===== src/rtl/uart_frame_parser_if.sv =====
// Byte-in / frame-event-out bundle between the UART receiver, the frame parser
// and the command layer. The master side feeds bytes; the slave side (parser) reports.
interface uart_frame_parser_if;
  logic       uart_rx_done;
  logic [7:0] uart_rx_data;
  logic       payload_valid;
  logic [7:0] payload_data;
  logic [7:0] payload_idx;
  logic       frame_ok;
  logic       frame_err;
  logic [1:0] err_code;

  modport master (
    output uart_rx_done, uart_rx_data,
    input  payload_valid, payload_data, payload_idx, frame_ok, frame_err, err_code
  );

  modport slave (
    input  uart_rx_done, uart_rx_data,
    output payload_valid, payload_data, payload_idx, frame_ok, frame_err, err_code
  );
endinterface


===== src/rtl/uart_frame_parser.sv =====
// Parses 0xA5, LEN, payload[LEN], CHK frames from received UART bytes.
// Optional inter-byte timeout is built when UART_FRAME_TIMEOUT_EN is defined.
module uart_frame_parser #(
  parameter int unsigned MAX_LEN     = 16,
  parameter int unsigned SYS_CLK     = 50000000,
  parameter int unsigned BAUD_RATE   = 115200,
  parameter int unsigned TIMEOUT_CYC = (SYS_CLK / BAUD_RATE) * 20
) (
  input  logic               clk,
  input  logic               rst_n,
  uart_frame_parser_if.slave bus
);

  if (MAX_LEN == 0 || MAX_LEN > 32'd255) begin : g_bad_max_len
    $error("MAX_LEN must be in 1..255");
  end
  if (TIMEOUT_CYC == 0 || TIMEOUT_CYC >= 32'd16777216) begin : g_bad_timeout
    $error("TIMEOUT_CYC must be in 1..2^24-1");
  end

  localparam logic [7:0] MAX_LEN_B = 8'(MAX_LEN);
  localparam logic [7:0] HDR       = 8'hA5;

  typedef enum logic [1:0] {S_IDLE, S_LEN, S_PAYLOAD, S_CHK} state_t;

  state_t     state_q;
  logic [7:0] len_q;
  logic [7:0] idx_q;
  logic [7:0] chk_q;
  logic       pvalid_q;
  logic [7:0] pdata_q;
  logic [7:0] pidx_q;
  logic       ok_q;
  logic       err_q;
  logic [1:0] code_q;

`ifdef UART_FRAME_TIMEOUT_EN
  localparam logic [23:0] GAP_LAST = 24'(TIMEOUT_CYC - 1);
  logic [23:0] gap_q;
`endif

  always_ff @(posedge clk or negedge rst_n) begin
    if (!rst_n) begin
      state_q  <= S_IDLE;
      len_q    <= '0;
      idx_q    <= '0;
      chk_q    <= '0;
      pvalid_q <= 1'b0;
      pdata_q  <= '0;
      pidx_q   <= '0;
      ok_q     <= 1'b0;
      err_q    <= 1'b0;
      code_q   <= '0;
`ifdef UART_FRAME_TIMEOUT_EN
      gap_q    <= '0;
`endif
    end else begin
      pvalid_q <= 1'b0;
      ok_q     <= 1'b0;
      err_q    <= 1'b0;
      if (bus.uart_rx_done) begin
`ifdef UART_FRAME_TIMEOUT_EN
        // An arriving byte always beats a coincident timeout.
        gap_q <= '0;
`endif
        unique case (state_q)
          S_IDLE: begin
            if (bus.uart_rx_data == HDR) state_q <= S_LEN;
          end
          S_LEN: begin
            if (bus.uart_rx_data == 8'd0 || bus.uart_rx_data > MAX_LEN_B) begin
              err_q   <= 1'b1;
              code_q  <= 2'd1;
              state_q <= S_IDLE;
            end else begin
              len_q   <= bus.uart_rx_data;
              chk_q   <= bus.uart_rx_data;
              idx_q   <= '0;
              state_q <= S_PAYLOAD;
            end
          end
          S_PAYLOAD: begin
            pvalid_q <= 1'b1;
            pdata_q  <= bus.uart_rx_data;
            pidx_q   <= idx_q;
            chk_q    <= chk_q ^ bus.uart_rx_data;
            idx_q    <= idx_q + 8'd1;
            if (idx_q == len_q - 8'd1) state_q <= S_CHK;
          end
          S_CHK: begin
            if (bus.uart_rx_data == chk_q) begin
              ok_q <= 1'b1;
            end else begin
              err_q  <= 1'b1;
              code_q <= 2'd2;
            end
            state_q <= S_IDLE;
          end
        endcase
      end
`ifdef UART_FRAME_TIMEOUT_EN
      else if (state_q == S_IDLE) begin
        gap_q <= '0;
      end else if (gap_q == GAP_LAST) begin
        err_q   <= 1'b1;
        code_q  <= 2'd3;
        state_q <= S_IDLE;
        gap_q   <= '0;
      end else begin
        gap_q <= gap_q + 24'd1;
      end
`endif
    end
  end

  assign bus.payload_valid = pvalid_q;
  assign bus.payload_data  = pdata_q;
  assign bus.payload_idx   = pidx_q;
  assign bus.frame_ok      = ok_q;
  assign bus.frame_err     = err_q;
  assign bus.err_code      = code_q;

endmodule

===== src/flat_wrapper.sv =====
// flat-port wrapper written by rule: the top's interface ports become plain ports
module uart_frame_parser_flat 
#(
  parameter int unsigned MAX_LEN     = 16,
  parameter int unsigned SYS_CLK     = 50000000,
  parameter int unsigned BAUD_RATE   = 115200,
  parameter int unsigned TIMEOUT_CYC = (SYS_CLK / BAUD_RATE) * 20
)
  (clk, rst_n, bus_uart_rx_done, bus_uart_rx_data, bus_payload_valid, bus_payload_data, bus_payload_idx, bus_frame_ok, bus_frame_err, bus_err_code);
  uart_frame_parser_if bus_i ();
  input  logic clk;
  input  logic rst_n;
  input wire logic [$bits(bus_i.uart_rx_done)-1:0] bus_uart_rx_done;
  input wire logic [$bits(bus_i.uart_rx_data)-1:0] bus_uart_rx_data;
  output wire logic [$bits(bus_i.payload_valid)-1:0] bus_payload_valid;
  output wire logic [$bits(bus_i.payload_data)-1:0] bus_payload_data;
  output wire logic [$bits(bus_i.payload_idx)-1:0] bus_payload_idx;
  output wire logic [$bits(bus_i.frame_ok)-1:0] bus_frame_ok;
  output wire logic [$bits(bus_i.frame_err)-1:0] bus_frame_err;
  output wire logic [$bits(bus_i.err_code)-1:0] bus_err_code;
  assign bus_i.uart_rx_done = bus_uart_rx_done;
  assign bus_i.uart_rx_data = bus_uart_rx_data;
  assign bus_payload_valid = bus_i.payload_valid;
  assign bus_payload_data = bus_i.payload_data;
  assign bus_payload_idx = bus_i.payload_idx;
  assign bus_frame_ok = bus_i.frame_ok;
  assign bus_frame_err = bus_i.frame_err;
  assign bus_err_code = bus_i.err_code;
  uart_frame_parser #(.MAX_LEN(MAX_LEN), .SYS_CLK(SYS_CLK), .BAUD_RATE(BAUD_RATE), .TIMEOUT_CYC(TIMEOUT_CYC)) u_core (.clk(clk), .rst_n(rst_n), .bus(bus_i));
endmodule

===== config.mk =====
export PLATFORM = sky130hd
export DESIGN_NAME = uart_frame_parser_flat
export DESIGN_NICKNAME = d
export VERILOG_FILES = /design/src/rtl/uart_frame_parser_if.sv /design/src/rtl/uart_frame_parser.sv /design/src/flat_wrapper.sv
export SDC_FILE = /design/constraint.sdc
export NUM_CORES = 1
export LEC_CHECK = 0
export BUFFER_PORTS_ARGS = -buffer_cell sky130_fd_sc_hd__buf_2
export CORE_UTILIZATION = 52
export CTS_CLUSTER_DIAMETER = 30
export DETAILED_ROUTE_END_ITERATION = 6
export GPL_TIMING_DRIVEN = 0
export PLACE_DENSITY = 0.84
export SETUP_SLACK_MARGIN = 0.5
export SYNTH_ARGS = -nofsm -noshare
export SYNTH_HDL_FRONTEND = slang
export SYNTH_SLANG_ARGS = --single-unit

===== constraint.sdc =====
create_clock -name clk -period 2.8 [get_ports clk]
set_input_delay 0.7 -clock clk [delete_from_list [all_inputs] [get_ports clk]]
set_output_delay 0.7 -clock clk [all_outputs]
set_load 0.05 [all_outputs]

==> results_dict.tcl, run 1 <==
set metrics [dict create \
    hold_path.class "flip-flop to flip-flop" \
    ant_nets 0 \
    cp-end-kind "flip-flop" \
    dieArea_mm2 0.00473 \
    skew_ns 0.00764 \
    grt_pass1_vias 1631 \
    drv_cap 0 \
    grt_first_pass_wirelength_um 7780 \
    die_y_um 68.8 \
    yosysUniqueCellTypes 41 \
    synth_edf_count 0 \
    port_buffers 27 \
    netlist_area_mm2 0.00232 \
    worstSetupPathType "flip-flop to flip-flop" \
    final-setup-viol-count 0 \
    fin_crit_sh_pct 74.2 \
    clkPwrFrac_pct 33.1 \
    cp_data_required_time_ns 3.01 \
    cp_max_fo 10 \
    final_cells 325 \
    cp.arrival_ns 2.29 \
    cp_cell_sequence "clkbuf_1 > nand3b_1 > inv_2 > clkbuf_1 > nand2_1 > xor2_1" \
    clk_pin_slew_worst_paths_ns 0.10 \
    synth-seq-area-share_pct 50.7 \
    ys_warn_count 0 \
    fin_ws_ns 0.722 \
    synthCells 240 \
    globalplace.congestion 0.808 \
    fmax_ghz 0.481 \
    n_antenna_cell 0 \
    pin_count 32 \
    tightest_slew_ns 1.03 \
    combPwrFrac_pct 12.4 \
    cp_common_cell "clkbuf_1" \
    p_per_area_mw_per_mm2 517 \
    path_delay_family "buffers and inverters" \
    core_area_mm2 0.00414 \
    drc 0 \
    synth_area_per_cell_um2 9.67 \
    vdd_drop_max_uv 381 \
    cp_slowest_cell "clkbuf_1" \
    startpoint_type "flip-flop" \
    power.share.sequential_pct 54.5 \
    syn-num-nets 253 \
    synth_top_area_cell "dfrtp_1" \
    area_delta_synth_final_pct 12.8 \
    grt_max_degree 48 \
    start_util_pct 56.0 \
    drv_slew 0 \
    layout-drive-gt1-share_pct 18.9 \
    cts.path.max_buffers 2 \
    die_w_um 68.8 \
    power_leakage_uw 0.00133 \
    cts_num_sinks 47 \
    slew_headroom_pct 31.3 \
    rsz0062_at_grt "no" \
    rows 23 \
    switching_share_pct 30.0 \
    insertion_delay_ns 0.32 \
    wl_per_cell_um 14.3 \
    hpwl_um 3200 \
    cts_root_buf "clkbuf_8" \
    cts_tree "done" \
    nNetsFinal 287 \
    h-tree-depth 2 \
    dp_cells 317 \
    cts_setup_buffers 0 \
    min_period_ns 2.08 \
    hold_viol 0 \
    grtUsageTotal_pct 23.1 \
    drt_iter0_drc 107 \
    via_per_inst 5.47 \
    num_vias 1779 \
    synthFlopType "dfrtp_1" \
    nFillCells 364 \
    drt-total-wl_um 4650 \
    cts_made_buffers 5 \
    cpPeakStageDelay_ns 0.43 \
    globalRoute.totalOverflow 0 \
    drtPass1Iterations 4 \
    pre_cts_ws_ns 0.461 \
    antenna_found_initial 0 \
    p_int_uw 946 \
    fin_setup_tns_ns 0 \
    cp.buffers_inverters 3 \
    power.switching_uw 406 \
    synth_area_leaders "dfrtp_1, nand2_1, xor2_1" \
    status "finished clean" \
    async_reset_ff_share_pct 100 \
    yosys_register_bits 47 \
    synth_top_area_share_pct 50.7 \
]
==> power by group through the flow <==
| stage | clock network (uW) | registers [uW] | logic [uW] |
|---|---|---|---|
| after global placement | 0 | 747 | 164 |
| after detailed placement | 0 | 748 | 168 |
| final | 448 | 736 | 168 |
| after CTS | 450 | 736 | 169 |
| after global routing | 473 | 740 | 184 |
| after floorplan | 0 | 790 | 72.8 |
==> placed cells by master (no fill, tap or decap), types with 3 or more instances in the layout <==
cell      instances
buf_2            34
nand3_1           4
nand2_1          58
o21ai_2           3
a311oi_1          5
nor2b_1           4
inv_1             6
xor2_1           18
nand4_1           3
dfrtp_1          47
a21oi_1           6
o21ai_1           5
nand3b_1          4
clkbuf_8          5
nor2_1           11
xnor2_1          11
inv_6             3
nor3_1           11
clkbuf_1          6
==> layout make-up <==
class	instances	area, um^2	area share, %
Sequential cell	47	1180	44.9
Tap cell	50	62.6	2.39
Clock buffer	5	68.8	2.63
Multi-Input combinational cell	171	1050	40.0
Clock inverter	3	26.3	1.00
Buffer	15	76.3	2.92
Timing Repair Buffer	27	135	5.16
Inverter	7	26.3	1.00
==> sequential cells by signal, summed over array words and instances, names as in the netlist, named ones only <==
name	count
u_core.bus.err_code	2
u_core.bus.frame_err	1
u_core.bus.frame_ok	1
u_core.bus.payload_data	8
u_core.bus.payload_idx	8
u_core.bus.payload_valid	1
u_core.chk_q	8
u_core.idx_q	8
u_core.len_q	8
u_core.state_q	1
==> path summary, 6_finish.rpt <==
path | startpoint | endpoint | slack (ns) | cells past startpoint
max | u_core.state_q[0] | u_core.chk_q[6] | 0.72 | 6
min in group asynchronous | rst_n | u_core.bus.payload_idx[3] | 0.55 | 1
max reg2reg | u_core.state_q[0] | u_core.chk_q[6] | 0.72 | 6
min | u_core.bus.payload_idx[5] | u_core.bus.payload_idx[5] | 0.48 | 2
max in group asynchronous | rst_n | u_core.chk_q[3] | 1.61 | 1
min reg2reg | u_core.bus.payload_idx[5] | u_core.bus.payload_idx[5] | 0.48 | 2
==> through the flow <==
| stage | hold WS, ns | cell area (um^2) | util, % | total power (uW) |
|---|---|---|---|---|
| global placement | 0.455 | 2520 | 60.7 | 911 |
| detailed placement | 0.459 | 2520 | 60.7 | 917 |
| CTS | 0.481 | 2610 | 63.0 | 1350 |
| finish | 0.478 | 2620 | 63.2 | 1350 |
| floorplan | 0.404 | 2320 | - | 863 |
| global route | 0.509 | 2620 | 63.2 | 1400 |
==> cells by family after synthesis <==
kind of cell | count (synthesis) | share of synthesized area, %
DFF | 47 | 50.7
AOI/OAI and AO/OA | 30 | 9.55
adders and majority gates | 2 | 1.08
muxes | 4 | 1.83
and+or+nand+nor | 106 | 21.5
xor gates and xnor gates | 29 | 10.9
buffers and inverters | 22 | 4.42
==> layer usage <==
layer	up-vias	part of all wire, %	global-route usage, %
met3	8	3.1	4.93
li1	877	-	-
met2	31	48	34.2
met1	863	47	33.4
met4	0	2.0	8.42
met5	-	0	0
==> Yosys cell counts, drive strengths merged (2+ instances only) <==
master and n:
nand2 58, dfrtp 47, xor2 18, nor2 11, nor3 11, xnor2 11, buf 9, o21ai 9
inv 7, a21oi 6, clkbuf 6, a311oi 5, nand3 5, nand3b 4, nor2b 4, nand4 3
nor4 3, a31oi 2, ha 2, mux2 2, mux2i 2, o211ai 2, or2 2
==> worst register-to-register path, delay by kind of cell, from the launching register on <==
family | cells | cell delay (ns)
buffers and inverters | 3 | 0.83
DFF | 1 | 0.37
xor gates and xnor gates | 1 | 0.19
and+or+nand+nor | 2 | 0.58
==> timing repair <==
| item | 4_1_cts | 5_1_grt |
|---|---|---|
| hold buffers | 0 | 0 |
| setup endpoints to repair | 0 | 2 |
| gates resized for setup | 0 | 1 |
(Power assumes the default switching activity.)
==> run 2, diff against run 1 <==
--- a/config.mk
+++ b/config.mk
@@ -5,12 +5,13 @@
 export SDC_FILE = /design/constraint.sdc
 export NUM_CORES = 1
 export LEC_CHECK = 0
+export ABC_AREA = 1
 export BUFFER_PORTS_ARGS = -buffer_cell sky130_fd_sc_hd__buf_2
 export CORE_UTILIZATION = 52
 export CTS_CLUSTER_DIAMETER = 30
 export DETAILED_ROUTE_END_ITERATION = 6
 export GPL_TIMING_DRIVEN = 0
-export PLACE_DENSITY = 0.84
+export PLACE_DENSITY = 0.87
 export SETUP_SLACK_MARGIN = 0.5
 export SYNTH_ARGS = -nofsm -noshare
 export SYNTH_HDL_FRONTEND = slang
==> constraint.sdc (replaced) <==
create_clock -name clk -period 1.7 [get_ports clk]
set_input_delay 0.425 -clock clk [delete_from_list [all_inputs] [get_ports clk]]
set_output_delay 0.425 -clock clk [all_outputs]
set_load 0.05 [all_outputs]
==> results_dict.tcl, run 2 <==
set metrics [dict create \
    status "finished, violations left" \
    violations "DRC, setup timing" \
    synthFlopType "dfrtp_1" \
    synth-xor-area-share_pct 6.67 \
    startpoint_type "flip-flop" \
    synth_area_per_cell_um2 7.73 \
    fmax_ghz 0.478 \
    seq_area_mm2 0.00118 \
    slew_headroom_pct 28.5 \
    fin_setup_tns_ns -1.36 \
    multi_input_area_mm2 0.00148 \
    wl_per_cell_um 26.2 \
    whs_ns 0.253 \
    globalRoute.totalOverflow 0 \
    synthCells 323 \
    yosys.area_share.simple_pct 27.5 \
    place_area_mm2 0.00275 \
    drt-total-wl_um 12200 \
    antenna_found_initial 2 \
    globalplace.congestion 0.862 \
    final-setup-viol-count 12 \
    ant_nets 0 \
    hold_path.class "primary input to asynchronous set/reset pin" \
    drv_cap 0 \
    core_area_mm2 0.00447 \
    crit_start "u_core.state_q[0]" \
    min_period_ns 2.09 \
    grt_pass1_vias 2565 \
    cp_data_required_time_ns 1.90 \
    rows 24 \
    reg2reg_from "u_core.state_q[0]" \
    cts_made_buffers 5 \
    cp.depth 6 \
    grt_first_pass_wirelength_um 12200 \
    cts_root_buf "clkbuf_8" \
    cp_max_fo 7 \
    path_delay_family "flip-flops" \
    cts_tree "done" \
    grtUsageTotal_pct 31.9 \
    most-common-layout-cells "nand2_1, dfrtp_1, buf_4" \
    synth_top_area_cell "dfrtp_1" \
    cpPeakStageDelay_ns 0.52 \
    cp_common_cell "nor2_4" \
    vdd_drop_max_uv 934 \
    h-tree-depth 2 \
    cp_slowest_cell "dfrtp_1" \
    synth_area_leaders "dfrtp_1, nand2_1, o21ai_0" \
    drt_iter0_drc 749 \
    final_common_cell "nand2_1" \
    post-synth-top-count-cell "nand2_1" \
    start_util_pct 55.8 \
    port_buffers 31 \
    fin_crit_sh_pct 123 \
    insertion_delay_ns 0.35 \
    hpwl_um 4000 \
    area_delta_synth_final_pct 54.4 \
    synth_top_family_by_area "simple AND/OR/NAND/NOR gates" \
    synth_edf_count 0 \
    cp.buffers_inverters 3 \
    die_y_um 71.3 \
    via_per_inst 6.91 \
    power.total_uw 6380 \
    tightest_slew_ns 1.07 \
    synth_top_area_share_pct 47.1 \
    drtPass1Iterations 7 \
    ff2ff_path_depth 6 \
    rsz0062_at_grt "yes" \
    ys_warn_count 0 \
    cts_num_sinks 47 \
    fin_ws_ns -0.392 \
    synth-adder-area-share_pct 1.00 \
    cp-end-kind "flip-flop" \
    syn-num-nets 336 \
    yosysUniqueCellTypes 22 \
    synth-seq-area-share_pct 47.1 \
    netlist_area_mm2 0.00250 \
    p_per_area_mw_per_mm2 1660 \
    n_antenna_cell 0 \
    cp.arrival_ns 2.29 \
    nFillCells 183 \
    pin_count 32 \
    synth_compound_area_share_pct 9.87 \
    cp_cell_sequence "nor2_4 > inv_4 > nor2_4 > clkinv_4 > clkbuf_16 > o21ai_1" \
    power_leakage_uw 0.00192 \
    yosys_register_bits 47 \
    nNetsFinal 426 \
    hold_viol 0 \
    dieArea_mm2 0.00508 \
    skew_ns 0.0270 \
    synthTopCellsByCount "nand2_1, dfrtp_1, o21ai_0, inv_1, nor2_1" \
    drc 89 \
    cts.path.max_buffers 2 \
    synth_mux_area_share_pct 0 \
    num_vias 3222 \
    worstSetupPathType "flip-flop to flip-flop" \
    grt_max_degree 48 \
    clk_pin_slew_worst_paths_ns 0.12 \
    die_w_um 71.3 \
    drv_slew 0 \
    final_area_mm2 0.00385 \
    async_reset_ff_share_pct 100 \
    layout-drive-gt1-share_pct 48.1 \
]
[run 2: final cells by class]
| cell class | instances | share of cell area, % |
|---|---|---|
| clock inverter | 3 | 1.23 |
| tap | 52 | 1.69 |
| sequential | 47 | 30.6 |
| multi-input combinational | 231 | 38.4 |
| timing repair inverter | 1 | 0.130 |
| clock buffer | 5 | 1.79 |
| timing repair buffer | 81 | 19.6 |
| inverter | 36 | 3.70 |
| buffer | 10 | 2.82 |
[run 2: kinds of logic (layout without fill, tap and decap cells)]
| kind of cell | Yosys count | after routing |
|---|---|---|
| and+or+nand+nor | 161 | 162 |
| AOI/OAI and AO/OA | 48 | 48 |
| DFF | 47 | 47 |
| buffers and inverters | 46 | 136 |
| xor gates and xnor gates | 19 | 19 |
| adders and majority gates | 2 | 2 |
[run 2: worst reg2reg max path, cell delays in order, from the launching register on]
cell	delay, ns
dfrtp_1	0.52
nor2_4	0.23
inv_4	0.07
nor2_4	0.26
clkinv_4	0.22
clkbuf_16	0.21
o21ai_1	0.43
[run 2: what timing repair did]
action | 4_1_cts | 5_1_grt
hold buffers | 0 | 0
setup endpoints to repair | 67 | 68
resized for setup | 87 | 106
pin swaps | 5 | 23
cloned | 3 | 4
buffers inserted | 18 | 27
[run 2: worst paths after layout]
| check | slack [ns] | to |
|---|---|---|
| worst max-delay path | -0.39 | u_core.bus.payload_data[4] |
| worst min-delay path | 0.25 | u_core.bus.payload_data[7] |
| worst max register to register | -0.39 | u_core.bus.payload_data[4] |
| worst min register to register | 0.53 | u_core.chk_q[4] |
| max in group asynchronous | 0.69 | u_core.idx_q[0] |
| min in group clk | 0.35 | u_core.bus.payload_data[3] |
[run 2: power breakdown]
part,switching [uW],internal [uW],total [uW]
registers,494,1490,1980
clock network,472,447,919
logic,2050,1430,3480
total,3020,3360,6380
[run 2: routing by layer]
metal	vias to the layer above	global-route usage, %	wire length [um]
li1	1193	-	-
met1	1442	36.8	3590
met2	393	54.0	5310
met3	188	8.02	1690
met4	6	18.9	1570
met5	-	0	65
[run 2: metrics by stage]
step / std cells / util, % / setup slack (ns)
after floorplan: 323 / - / 0.289
after global placement: 406 / 61.5 / -0.0222
after detailed placement: 406 / 61.5 / -0.0616
after CTS: 435 / 73.6 / 0.283
after global routing: 466 / 86.2 / -0.416
final: 466 / 86.2 / -0.392
